[config.mk]
export PLATFORM = sky130hd
export DESIGN_NAME = uart_tx_flat
export DESIGN_NICKNAME = d
export VERILOG_FILES = /design/src/rtl/uart_pkg.sv /design/src/rtl/uart_tx_if.sv /design/src/rtl/uart_tx_shift.sv /design/src/rtl/uart_tx.sv /design/src/flat_wrapper.sv
export SDC_FILE = /design/constraint.sdc
export NUM_CORES = 1
export LEC_CHECK = 0
export BUFFER_PORTS_ARGS = -buffer_cell sky130_fd_sc_hd__buf_2
export CORE_MARGIN = 2
export CORE_UTILIZATION = 53
export DETAILED_ROUTE_END_ITERATION = 7
export GPL_TIMING_DRIVEN = 0
export MAX_ROUTING_LAYER = met4
export PLACE_DENSITY_LB_ADDON = 0.12
export RECOVER_POWER = 100
export SYNTH_ARGS = -nofsm -noshare
export SYNTH_HDL_FRONTEND = slang
export SYNTH_HIERARCHICAL = 1
export SYNTH_SLANG_ARGS = --single-unit
[constraint.sdc]
create_clock -name clk -period 2.03 [get_ports clk]
set_input_delay 0.1015 -clock clk [delete_from_list [all_inputs] [get_ports clk]]
set_output_delay 0.1015 -clock clk [all_outputs]
set_load 0.05 [all_outputs]
[src/rtl/uart_pkg.sv]
// Shared UART definitions: FSM state encoding, default frame width and line levels.
// Used by both the transmitter and the receiver.
package uart_pkg;

  localparam int UART_DATA_BITS = 8;

  localparam logic LINE_IDLE  = 1'b1;
  localparam logic LINE_START = 1'b0;

  typedef enum logic [2:0] {
    IDLE  = 3'd0,
    SYNC  = 3'd1,
    START = 3'd2,
    DATA  = 3'd3,
    STOP  = 3'd4
  } uart_state_e;

  function automatic logic uart_state_busy(input uart_state_e s);
    return (s != IDLE);
  endfunction

endpackage

[src/rtl/uart_tx_if.sv]
// Host-side byte handshake of the UART transmitter (valid/ready plus data).
interface uart_tx_if
  import uart_pkg::*;
#(
  parameter int DATA_BITS = UART_DATA_BITS
);

  logic                 tx_valid;
  logic [DATA_BITS-1:0] TX_DATA;
  logic                 tx_ready;

  modport master (
    output tx_valid,
    output TX_DATA,
    input  tx_ready
  );

  modport slave (
    input  tx_valid,
    input  TX_DATA,
    output tx_ready
  );

endinterface

[src/rtl/uart_tx_shift.sv]
// Load/shift-left register for the UART transmitter; exposes the current and next MSB.
module uart_tx_shift
  import uart_pkg::*;
#(
  parameter int DATA_BITS = UART_DATA_BITS
) (
  input  logic                 clk,
  input  logic                 rst,
  input  logic                 load_i,
  input  logic                 shift_i,
  input  logic [DATA_BITS-1:0] data_i,
  output logic                 msb_o,
  output logic                 next_msb_o
);

  logic [DATA_BITS-1:0] sr_q, sr_d;

  always_comb begin
    sr_d = sr_q;
    if (load_i) begin
      sr_d = data_i;
    end else if (shift_i) begin
      sr_d = {sr_q[DATA_BITS-2:0], 1'b0};
    end
  end

  always_ff @(posedge clk or negedge rst) begin
    if (!rst) begin
      sr_q <= '0;
    end else begin
      sr_q <= sr_d;
    end
  end

  assign msb_o      = sr_q[DATA_BITS-1];
  assign next_msb_o = sr_q[DATA_BITS-2];

endmodule

[src/rtl/uart_tx.sv]
// UART transmitter: 1 start bit, DATA_BITS data bits MSB-first, stop bit(s), one bit per tx_tick.
// Define UART_TX_TWO_STOP_EN for a two-tick stop bit.
module uart_tx
  import uart_pkg::*;
#(
  parameter int DATA_BITS = UART_DATA_BITS,
  parameter int CNT_W     = 4
) (
  input  logic     clk,
  input  logic     rst,
  input  logic     tx_en,
  input  logic     tx_tick,
  uart_tx_if.slave bus,
  output logic     tx_out,
  output logic     tx_busy,
  output logic     tx_done
);

  if (DATA_BITS < 5 || DATA_BITS > 8 || (2 ** CNT_W) <= DATA_BITS) begin : g_param_check
    $error("uart_tx: DATA_BITS must be 5..8 and 2**CNT_W must exceed DATA_BITS");
  end

  uart_state_e      state_q, state_d;
  logic [CNT_W-1:0] count_q, count_d;
  logic             tx_out_q, tx_out_d;
  logic             done_q, done_d;
`ifdef UART_TX_TWO_STOP_EN
  logic             stop_q, stop_d;
`endif

  logic handshake;
  logic sr_load;
  logic sr_shift;
  logic sr_msb;
  logic sr_next_msb;

  assign bus.tx_ready = (state_q == IDLE) & tx_en;
  assign handshake    = bus.tx_valid & bus.tx_ready;

  uart_tx_shift #(
    .DATA_BITS (DATA_BITS)
  ) u_shift (
    .clk        (clk),
    .rst        (rst),
    .load_i     (sr_load),
    .shift_i    (sr_shift),
    .data_i     (bus.TX_DATA),
    .msb_o      (sr_msb),
    .next_msb_o (sr_next_msb)
  );

  // A tick arriving with the handshake is ignored: SYNC waits for the next
  // tick so the start bit spans a full bit period.
  always_comb begin
    state_d  = state_q;
    count_d  = count_q;
    tx_out_d = tx_out_q;
    done_d   = 1'b0;
    sr_load  = 1'b0;
    sr_shift = 1'b0;
`ifdef UART_TX_TWO_STOP_EN
    stop_d   = stop_q;
`endif
    case (state_q)
      IDLE: begin
        tx_out_d = LINE_IDLE;
        if (handshake) begin
          sr_load = 1'b1;
          state_d = SYNC;
        end
      end
      SYNC: begin
        if (tx_tick) begin
          state_d  = START;
          tx_out_d = LINE_START;
        end
      end
      START: begin
        if (tx_tick) begin
          state_d  = DATA;
          tx_out_d = sr_msb;
          count_d  = CNT_W'(DATA_BITS - 1);
        end
      end
      DATA: begin
        if (tx_tick) begin
          if (count_q != '0) begin
            sr_shift = 1'b1;
            tx_out_d = sr_next_msb;
            count_d  = count_q - CNT_W'(1);
          end else begin
            state_d  = STOP;
            tx_out_d = LINE_IDLE;
          end
        end
      end
      STOP: begin
`ifdef UART_TX_TWO_STOP_EN
        if (tx_tick) begin
          if (!stop_q) begin
            stop_d = 1'b1;
          end else begin
            stop_d  = 1'b0;
            state_d = IDLE;
            done_d  = 1'b1;
          end
        end
`else
        if (tx_tick) begin
          state_d = IDLE;
          done_d  = 1'b1;
        end
`endif
      end
      default: begin
        state_d  = IDLE;
        tx_out_d = LINE_IDLE;
      end
    endcase
  end

  always_ff @(posedge clk or negedge rst) begin
    if (!rst) begin
      state_q  <= IDLE;
      count_q  <= '0;
      tx_out_q <= LINE_IDLE;
      done_q   <= 1'b0;
`ifdef UART_TX_TWO_STOP_EN
      stop_q   <= 1'b0;
`endif
    end else begin
      state_q  <= state_d;
      count_q  <= count_d;
      tx_out_q <= tx_out_d;
      done_q   <= done_d;
`ifdef UART_TX_TWO_STOP_EN
      stop_q   <= stop_d;
`endif
    end
  end

  assign tx_out  = tx_out_q;
  assign tx_busy = uart_state_busy(state_q);
  assign tx_done = done_q;

endmodule

[src/flat_wrapper.sv]
// flat-port wrapper written by rule: the top's interface ports become plain ports
module uart_tx_flat import uart_pkg::*;
#(
  parameter int DATA_BITS = UART_DATA_BITS,
  parameter int CNT_W     = 4
)
  (clk, rst, tx_en, tx_tick, tx_out, tx_busy, tx_done, bus_tx_valid, bus_TX_DATA, bus_tx_ready);
  uart_tx_if #(.DATA_BITS(DATA_BITS)) bus_i ();
  input  logic clk;
  input  logic rst;
  input  logic tx_en;
  input  logic tx_tick;
  output logic tx_out;
  output logic tx_busy;
  output logic tx_done;
  input wire logic [$bits(bus_i.tx_valid)-1:0] bus_tx_valid;
  input wire logic [$bits(bus_i.TX_DATA)-1:0] bus_TX_DATA;
  output wire logic [$bits(bus_i.tx_ready)-1:0] bus_tx_ready;
  assign bus_i.tx_valid = bus_tx_valid;
  assign bus_i.TX_DATA = bus_TX_DATA;
  assign bus_tx_ready = bus_i.tx_ready;
  uart_tx #(.DATA_BITS(DATA_BITS), .CNT_W(CNT_W)) u_core (.clk(clk), .rst(rst), .tx_en(tx_en), .tx_tick(tx_tick), .bus(bus_i), .tx_out(tx_out), .tx_busy(tx_busy), .tx_done(tx_done));
endmodule
==> impl_metrics.toml <==
[worst_setup_path]
path_max_fanout = 8
worst_setup_path_end_kind = "register"
path_class = "register to register"
r2r_setup_slack_ns = 0.11
start_kind = "register"
rr_endpoint = "u_core/u_shift/sr_q[7]$_DFFE_PN0P_"
arrival_ns = 2.08
critPathRequiredTime_ns = 2.19
reg2reg_from = "u_core/count_q[0]$_DFFE_PN0P_"
r2r_cells = 7

[synth]
synth-compound-area-share = 0.1543
ys_warn_count = 6
synth_cells = 95
ys_types = 33
synth_flop_cell = "dfrtp_1"
yosys.area_share.simple = 0.2206
synth_area_leaders = "dfrtp_1 43%, mux2i_1 8.7%, nand2_1 6.9%"
yosysSeqAreaShare = 0.4614
synth_common_cells = "17 x nand2_1, 16 x dfrtp_1, 8 x mux2i_1"
netlist_area_um2 = 924.6
synth_top_cell_area_share = 0.4330
synth_top_family_by_area = "simple AND/OR/NAND/NOR gates"
synth_most_common_cell = "nand2_1"
async_flop_share = 1.000
muxShareOfSynthArea = 0.08660
post_synth.cell_area_avg_um2 = 9.733
synth_seq_cells = 17
synth_nets = 109
synth_edf_count = 0
synth_xor_area_frac = 0
yosys.area_share.adder = 0.01353
synth_area_leader_cell = "dfrtp_1"

[sta]
fin_crit_sh = 0.9435
setup_ws_ns = 0.1147
tns_ns = 0
report.final.slew_viol_count = 0
slew_headroom = 0.3689
fin_hold_ws_ns = 0.01804
worst_pin_slew_ns = 0.9467
rsz0062_at_grt = "no"
finClkSkew_ns = 0.007471
max_clock_freq_mhz = 522.1
hold_viol = 0
setup_viol = 0
finalCriticalPeriod_ns = 1.915

[hold_path]
min_to = "u_core/u_shift/sr_q[7]$_DFFE_PN0P_"
hold_depth = 3
hp-class = "input port to register"
worstHoldStart = "bus_TX_DATA[7]"

[pwr]
finalPower_mw = 0.8954
switching_power_mw = 0.2986
clkPwrFrac = 0.198
power.internal_mw = 0.5968
switching_share = 0.3334
seqPwrFrac = 0.493
combPwrFrac = 0.309
cellLeakagePower_nw = 0.4887
vdd_drop_max_mv = 0.5456
p_per_area_nw_per_um2 = 838.9

[clocking]
cts_tree = "done"
cts_root_buf = "clkbuf_4"
cts_made_buffers = 3
postCtsSetupBuffers = 0
clk_pin_slew_ns = 0.10
cts_resized = 0
clock-sinks = 17
cts_max_level = 1
clock_path_buffers = 2
worstSkewPairLatency_ns = 0.29

[drt]
final_antenna_net_count = 0
routed_wl_um = 1794
vias_per_cell = 5.604
drc = 0
vias = 751
post_drt_wl_per_cell_um = 13.39
firstDrtPassIters = 4
drtIter0Drc = 16

[cells_and_area]
area_growth_pct = 15.43
fin_area_um2 = 1067
num_antenna_cells = 0
drive_gt1_frac = 0.2051
nets = 132
finalNonFillerCells = 134
fill_cells = 148
final_util = 0.6319

[floorplanning]
fp.coreArea_um2 = 1689
die_w_um = 45.77
num_rows = 15
ios = 17
initial_utilization = 0.5474
die-area_um2 = 2095
die_h_um = 45.77

[status]
status = "completed"

[placed_design]
dpl.cell_count = 128
dp_hpwl_um = 1264
io_buffer_count = 16
placed_cell_area_um2 = 1026
gp_congestion = 0.7522
dpl_worst_slack_ns = 0.1410

[grt]
grt_pass1_vias = 616
grt_overflow = 0
grt_use_total = 0.2037
antenna_found_initial = 0
grt_first_pass_wirelength_um = 2829
grt_max_degree = 18

[flow_run]
maxCapViolCount = 0
what timing repair did:
action	4_1_cts	5_1_grt
endpoints found under the hold margin	16	1
endpoints found under the setup margin	0	0
hold buffers	1	1
kinds of logic (layout without fill, tap and decap cells):
| group | after synthesis | after routing |
|---|---|---|
| and+or+nand+nor | 38 | 38 |
| AOI/OAI and AO/OA | 22 | 22 |
| DFF | 17 | 17 |
| buffers and inverters | 9 | 31 |
| muxes | 8 | 8 |
| adders and majority gates | 1 | 1 |
power by group through the flow:
stage / Clock [mW] / Combinational [mW] / Sequential, mW
3_3_place_gp: 0 / 0.267 / 0.443
5_1_grt: 0.211 / 0.309 / 0.447
2_1_floorplan: 0 / 0.209 / 0.444
4_1_cts: 0.188 / 0.277 / 0.441
6_report: 0.177 / 0.277 / 0.442
3_5_place_dp: 0 / 0.274 / 0.447
registers in the layout (all words and copies together) (netlist names):
register,cells
u_core/state_q,3
u_core/u_shift/sr_q,8
u_core/tx_out,1
u_core/tx_done,1
u_core/count_q,4
cell type report:
class | instances | area, µm² | area share
Clock inverter | 1 | 5.005 | 0.004689
Sequential cell | 17 | 426.7 | 0.3998
Tap cell | 17 | 21.27 | 0.01993
Multi-Input combinational cell | 69 | 439.2 | 0.4115
Inverter | 4 | 15.01 | 0.01407
Clock buffer | 3 | 22.52 | 0.02110
Buffer | 5 | 42.54 | 0.03986
Timing Repair Buffer | 18 | 95.09 | 0.08910
how the worst max path moves through the flow:
stage                                              from                            endpoint  slack [ns]  cells after the start
after floorplan           u_core/state_q[1]$_DFFE_PN0P_  u_core/u_shift/sr_q[3]$_DFFE_PN0P_        0.21                      6
after global placement    u_core/count_q[0]$_DFFE_PN0P_  u_core/u_shift/sr_q[7]$_DFFE_PN0P_        0.16                      7
after detailed placement  u_core/count_q[0]$_DFFE_PN0P_  u_core/u_shift/sr_q[7]$_DFFE_PN0P_        0.14                      7
after CTS                 u_core/count_q[0]$_DFFE_PN0P_  u_core/u_shift/sr_q[7]$_DFFE_PN0P_        0.13                      7
after global routing      u_core/count_q[0]$_DFFE_PN0P_  u_core/u_shift/sr_q[4]$_DFFE_PN0P_        0.03                      7
final                     u_core/count_q[0]$_DFFE_PN0P_  u_core/u_shift/sr_q[7]$_DFFE_PN0P_        0.11                      7
cells in the final DEF, fill, tap and decap left out, drive strengths merged, types with 2 or more instances in the layout:
cell type and n:
a21oi 3, nor2 4, nand2b 4, clkbuf 9
inv 4, a31oi 2, mux2i 8, and3b 2
nand3b 2, o21ai 8, nor3b 2, o22ai 2
buf 15, dfrtp 16, and3 2, dlygate4sd3 2
nor3 2, nand2 17
layer usage:
| layer | GRT usage | part of all wire | vias up |
|---|---|---|---|
| met2 | 0.2507 | 0.44 | 11 |
| met1 | 0.2968 | 0.52 | 359 |
| met4 | 0.1200 | 0.011 | 0 |
| met5 | - | 0 | - |
| li1 | - | - | 379 |
| met3 | 0.04762 | 0.031 | 2 |
critical path, cell delays in order (launching register included):
cell and delay (ns):
dfrtp_1 0.43, inv_1 0.06, ha_1 0.24, nor3b_2 0.20, nor4b_1 0.37, buf_6 0.21
mux2i_1 0.19, o21ai_0 0.09
Power figures use the tool's default switching activity.
